File: src/rtl/rs232c_rx.sv
// 8N1 UART receiver: 16x oversampled, mid-bit sampling, LSB first, with a one-entry holding
// register read through a valid/rd handshake plus sticky framing and overrun flags.
module rs232c_rx #(
    parameter int sys_clk = 14000000,
    parameter int rate    = 9600,
    parameter int OVS     = 16
) (
    input  logic       clk,
    input  logic       rst,
    input  logic       rxd,
    input  logic       rd,
    output logic [7:0] dout,
    output logic       valid,
    output logic       ferr,
    output logic       overrun
);

    localparam int DIV = sys_clk / (rate * OVS) - 1;
    localparam int CW  = (DIV > 0) ? $clog2(DIV + 1) : 1;
    localparam logic [CW-1:0] DIV_W = CW'(DIV);

    typedef enum logic [2:0] {
        IDLE  = 3'd0,
        START = 3'd1,
        DATA  = 3'd2,
        STOP  = 3'd3,
        BRK   = 3'd4
    } state_t;

    logic          rx_meta_reg;
    logic          rxs_reg;
    logic [CW-1:0] div_cnt_reg;
    logic          tick;

    state_t        state_reg, state_next;
    logic [3:0]    scnt_reg, scnt_next;
    logic [2:0]    bcnt_reg, bcnt_next;
    logic [7:0]    sh_reg, sh_next;
    logic [7:0]    dout_reg, dout_next;
    logic          valid_reg, valid_next;
    logic          ferr_reg, ferr_next;
    logic          overrun_reg, overrun_next;

    // Synchronizer flops reset to the idle-high line level so reset release never fakes a start bit.
    always_ff @(posedge clk or negedge rst) begin
        if (!rst) begin
            rx_meta_reg <= 1'b1;
            rxs_reg     <= 1'b1;
        end else begin
            rx_meta_reg <= rxd;
            rxs_reg     <= rx_meta_reg;
        end
    end

    always_ff @(posedge clk or negedge rst) begin
        if (!rst) begin
            div_cnt_reg <= '0;
        end else if (div_cnt_reg == DIV_W) begin
            div_cnt_reg <= '0;
        end else begin
            div_cnt_reg <= div_cnt_reg + 1'b1;
        end
    end

    assign tick = (div_cnt_reg == DIV_W);

    always_ff @(posedge clk or negedge rst) begin
        if (!rst) begin
            state_reg   <= IDLE;
            scnt_reg    <= '0;
            bcnt_reg    <= '0;
            sh_reg      <= '0;
            dout_reg    <= '0;
            valid_reg   <= 1'b0;
            ferr_reg    <= 1'b0;
            overrun_reg <= 1'b0;
        end else begin
            state_reg   <= state_next;
            scnt_reg    <= scnt_next;
            bcnt_reg    <= bcnt_next;
            sh_reg      <= sh_next;
            dout_reg    <= dout_next;
            valid_reg   <= valid_next;
            ferr_reg    <= ferr_next;
            overrun_reg <= overrun_next;
        end
    end

    always_comb begin
        state_next   = state_reg;
        scnt_next    = scnt_reg;
        bcnt_next    = bcnt_reg;
        sh_next      = sh_reg;
        dout_next    = dout_reg;
        valid_next   = valid_reg;
        ferr_next    = ferr_reg;
        overrun_next = overrun_reg;

        // A read retires the held byte; a frame completing in the same clk may refill it below.
        if (rd && valid_reg) begin
            valid_next   = 1'b0;
            overrun_next = 1'b0;
        end

        case (state_reg)
            IDLE: begin
                if (tick && !rxs_reg) begin
                    state_next = START;
                    scnt_next  = '0;
                end
            end
            START: begin
                if (tick) begin
                    if (scnt_reg == 4'd7) begin
                        if (!rxs_reg) begin
                            state_next = DATA;
                            scnt_next  = '0;
                            bcnt_next  = '0;
                        end else begin
                            state_next = IDLE;
                        end
                    end else begin
                        scnt_next = scnt_reg + 4'd1;
                    end
                end
            end
            DATA: begin
                if (tick) begin
                    scnt_next = scnt_reg + 4'd1;
                    if (scnt_reg == 4'd15) begin
                        sh_next   = {rxs_reg, sh_reg[7:1]};
                        bcnt_next = bcnt_reg + 3'd1;
                        if (bcnt_reg == 3'd7) begin
                            state_next = STOP;
                        end
                    end
                end
            end
            STOP: begin
                if (tick) begin
                    scnt_next = scnt_reg + 4'd1;
                    if (scnt_reg == 4'd15) begin
                        if (rxs_reg) begin
                            if (!valid_reg || rd) begin
                                dout_next  = sh_reg;
                                valid_next = 1'b1;
                                ferr_next  = 1'b0;
                            end else begin
                                overrun_next = 1'b1;
                            end
                            state_next = IDLE;
                        end else begin
                            ferr_next  = 1'b1;
                            state_next = BRK;
                        end
                    end
                end
            end
            BRK: begin
                if (tick && rxs_reg) begin
                    state_next = IDLE;
                end
            end
            default: begin
                state_next = IDLE;
            end
        endcase
    end

    assign dout    = dout_reg;
    assign valid   = valid_reg;
    assign ferr    = ferr_reg;
    assign overrun = overrun_reg;

endmodule
File: config.mk
export PLATFORM = sky130hd
export DESIGN_NAME = rs232c_rx
export DESIGN_NICKNAME = d
export VERILOG_FILES = /design/src/rtl/rs232c_rx.sv
export SDC_FILE = /design/constraint.sdc
export NUM_CORES = 1
export LEC_CHECK = 0
export BUFFER_PORTS_ARGS = -buffer_cell sky130_fd_sc_hd__buf_2
export CORE_ASPECT_RATIO = 0.6
export CORE_MARGIN = 4
export CORE_UTILIZATION = 60
export DETAILED_ROUTE_END_ITERATION = 10
export PLACE_DENSITY = 0.8
export REMOVE_ABC_BUFFERS = 1
export SYNTH_ARGS = -nofsm -noshare
export SYNTH_HDL_FRONTEND = slang
export SYNTH_SLANG_ARGS = --single-unit
File: constraint.sdc
create_clock -name clk -period 4.15 [get_ports clk]
set_input_delay 0.6225 -clock clk [delete_from_list [all_inputs] [get_ports clk]]
set_output_delay 0.6225 -clock clk [all_outputs]
set_load 0.01 [all_outputs]
# Word level (Yosys, flattened, before mapping)
# Index checks and enable logic that the tools add are counted.
# word_totals
in_bits,4
word_cells,90
out_inout_bits,11
reg_bits,38
# op_classes
n_addsub,3
reduce_logical,16
n_eq_ne,21
muxes,39
# ops
op,n
$mux 3,15
$mux 4,5
$ne 2x2->1 const B,10
$pmux 3 s5,1
$mux 1,14
$pmux 4 s3,1
$reduce_and 5->1,2
$reduce_and 9->1,1
$add 7x1->7 const B,1
$eq 7x7->1 const B,1
$mux 7,1
$eq 3x2->1 const B,2
$eq 3x3->1 const B,2
$pmux 3 s2,1
$reduce_and 6->1,1
$add 4x1->4 const B,1
$eq 4x3->1 const B,1
$eq 4x4->1 const B,1
$ne 2x1->1 const B,2
$reduce_and 4->1,1
$add 3x1->3 const B,1
$eq 3x1->1 const B,1
$logic_and 1x1->1,3
$logic_not 3->1,1
8 further kinds,9

# Logic depth before layout (Yosys ltp)
# logic_depth
depth_word,7
ltp_mapped,7
mapped_depth_nobuf,6

# Worst setup path before layout
# No wires, ideal clock.
# synth_timing
path_type,register to register
start,reg scnt_reg[0]
end,reg sh_reg[1]
stages_incl_launch_ff,7
setup_time_ns,0.125
path_buffers,1
setup_slack_ns,2.345
required_time_ns,4.025
arrival_ns,1.680
cell_sequence,dfrtp_1 > ha_1 > and2_0 > nor4b_4 > nand3b_1 > buf_2 > mux2_2
# synth_between
elab_chain_cells,2
# synth_rtl
element,line,text
"start, declared",36,"logic [3:0] scnt_reg, scnt_next;"
"start signal, assigned",79,scnt_reg <= scnt_next;
$eq 4x4->1,130,if (scnt_reg == 4'd15) begin
$reduce_and 3->1 (no source line),n/a,
"end signal, assigned",81,sh_reg <= sh_next;
"end, declared",38,"logic [7:0] sh_reg, sh_next;"
# No other way between the ends.
# A chain may end at the register's enable or synchronous reset.

# Final worst setup path
# layout_timing
start,reg scnt_reg[0]
end,reg sh_reg[5]
# The elaborated chain is that of the path after synthesis.

==> results.txt <==
first-pass GRT wire length -> 5720 microns
largest net degree at the start of global routing -> 39
leakage power -> 0.0009109 uW
worst-path maximum fanout -> 11
final setup TNS -> 0 ns
Syn-to-layout area delta -> 11.00%
CP max stage delay -> 0.41 ns
Sw Share -> 0.2187
met3 WL post-DR -> 264 microns
area of the multi-input gates -> 739.5 sq um
Placeable Area -> 2628 sq um
R2R Path Start -> scnt_reg[0]
Mapped Cells -> 147
Die H -> 49.72 microns
CTS Hold Buffers Added -> 0
ratio of cells with drive above 1 in the final layout -> 0.2606
Slew @ Worst Pin -> 0.8063 ns
slowest stage cell on the critical path -> nand3b_1
kind of critical path -> reg2reg
final setup vio count -> 0
Synth cell types -> 39
final std cell area, no fill -> 1932 sq um
Max VDD drop -> 0.2321 mV
Async SR Flop Fraction -> 1.000
crit end category -> flop
clk_lat worst skew -> 0.29 ns
CP delay by family, top -> simple AND/OR/NAND/NOR gates
CTS max path bufs -> 2
Clock power frac -> 0.409
wire per inst -> 16.42 microns
initial antenna violation count -> 0
Worst EP arrival -> 2.40 ns
Port Buffers -> 14
Main synth FF type -> dfrtp_1
maximum clock rate -> 448.7 MHz
Via density -> 6.168
Placer Congestion -> 0.7812
Reg2Reg Depth -> 5
crit start category -> flop
routed metal-1 wirelength -> 1496 microns
# diodes -> 0
internal reg-to-reg setup slack -> 1.92 ns
Slew HR -> 0.4624
Mapped Avg Cell Area -> 11.84 sq um
Resize count post-CTS -> 0
cell with the most instances after synthesis -> dfrtp_1
number of fill cells -> 179
Initial Util -> 0.6624
Mapped Area -> 1740 sq um
CP Cell Sequence -> ha_1 > and2_0 > nor4b_4 > nand3b_1 > mux2_2
RSZ-0062 raised after global routing -> no
internal power -> 507.1 uW
Reg power frac -> 0.575
NetSw -> 141.9 uW
Yosys warning total -> 0
Die X -> 77.53 microns
CTS Sinks -> 38
Critical Path Stages -> 5
critical path capture point -> sh_reg[5]
power per cell area -> 335.9 nW/um^2
grt total ovfl -> 0
origin of the worst setup path -> scnt_reg[0]
via count -> 1215
Setup Buffers After CTS -> 0
# nets final -> 173
largest cells by area after synthesis -> dfrtp_1 52%, mux2_2 10%, ha_1 3.6%
Comb pwr share -> 0.016
Initial DRC Count -> 103
post-synthesis cell type with the largest combined area -> dfrtp_1
DP HPWL -> 2354 microns
met2 WL -> 1451 microns
Final Cycle Share -> 0.5370
Max Used Layer -> met4
# IOs -> 15
total die area -> 3855 sq um
Max Clock Skew -> 0.006785 ns
Row Count -> 14
Crit path buffers/inverters -> 0
gr usage total -> 0.1915
Hold Fails Final Rpt -> 0
register area -> 953.4 sq um
number of synthesized register bits -> 38
EDFF count, synth -> 0
CTS tree -> built
required time at the worst-slack endpoint -> 4.32 ns
Worst R2R End -> sh_reg[5]
Seq/Total Area, Yosys -> 0.5478
worst hold path class -> reg2reg
outcome -> finished, final reports clean
vias in the first global route -> 1209
antenna viol nets, final -> 0
top cells by count, synth -> 36 x dfrtp_1, 16 x mux2_2, 9 x nor2_1
total routed wirelength -> 3235 microns
fin crit period -> 2.228 ns
CTS H-Tree Depth -> 2
area fraction of the dominant cell type after synthesis -> 0.5176
DRT Pass-1 Iters -> 4
Clk pin slew, worst setup/hold paths -> 0.08 ns
max-cap viol count -> 0
DRC viols -> 0
cts bufs inserted -> 5
CTS root buffer -> clkbuf_8
Slew Limit Fails -> 0
Placed Area -> 1837 sq um
==> layout by cell type (no fill, tap or decap), drive strengths merged, types with 2 or more instances in the layout <==
cell	instances
inv	7
xor2	3
and2	3
buf	15
nand3	8
dfrtp	36
mux2	16
ha	5
clkbuf	6
a21oi	3
o41ai	3
o31ai	2
nor4b	3
nor2	9
o21ai	7
nand4	3
or3	2
nand2b	3
dfstp	2
nand2	7
nand3b	4
o2111ai	2
==> kinds of logic (layout without fill, tap and decap cells) <==
kind of cell	after synthesis	in the layout	synth area share
simple gates	48	48	0.1668
fa+ha+maj	5	5	0.03595
mux	17	17	0.1093
buf+inv	12	30	0.02732
flops	38	38	0.5478
compound gates	23	23	0.09274
xor+xnor	4	4	0.02013
==> worst min-delay path by stage <==
stage           startpoint     endpoint  slack (ns)  cells past startpoint
3_3_place_gp   rx_meta_reg      rxs_reg        0.35                      0
4_1_cts        rx_meta_reg      rxs_reg        0.36                      0
3_5_place_dp   rx_meta_reg      rxs_reg        0.35                      0
2_1_floorplan          rst  bcnt_reg[0]        0.33                      0
5_1_grt        rx_meta_reg      rxs_reg        0.36                      0
6_report       rx_meta_reg      rxs_reg        0.36                      0
==> power groups by stage <==
stage                     registers, uW  logic [uW]  clock network, uW
after floorplan                     380        1.83                  0
after global placement              380        10.5                  0
after detailed placement            380        10.9                  0
after CTS                           373        10.9                270
after global routing                373        12.5                291
final                               373        10.3                266
==> layer usage <==
metal / vias up / track usage
li1: 567 / -
met1: 592 / 0.2615
met2: 52 / 0.2779
met3: 4 / 0.06000
met4: 0 / 0.09172
met5: - / 0
==> metrics by stage <==
step / utilization / worst slack [ns] / total power (uW) / hold WS [ns] / cells
3_3_place_gp: 0.6990 / 2.087 / 390.7 / 0.3464 / 189
2_1_floorplan: - / 2.013 / 381.7 / 0.3269 / 142
5_1_grt: 0.7352 / 1.777 / 676.4 / 0.3606 / 197
3_5_place_dp: 0.6990 / 1.972 / 391.3 / 0.3491 / 189
4_1_cts: 0.7352 / 1.950 / 654.3 / 0.3566 / 197
6_report: 0.7352 / 1.922 / 649.0 / 0.3581 / 197
==> cell type report <==
| type | count | share of cell area |
|---|---|---|
| repair buffers | 15 | 0.04016 |
| clock buffers | 6 | 0.04275 |
| well taps | 32 | 0.02073 |
| flip-flops and latches | 38 | 0.4935 |
| inverters | 7 | 0.01360 |
| multi-input cells | 97 | 0.3828 |
| clock inverters | 2 | 0.006477 |
(Power assumes the default switching activity.)
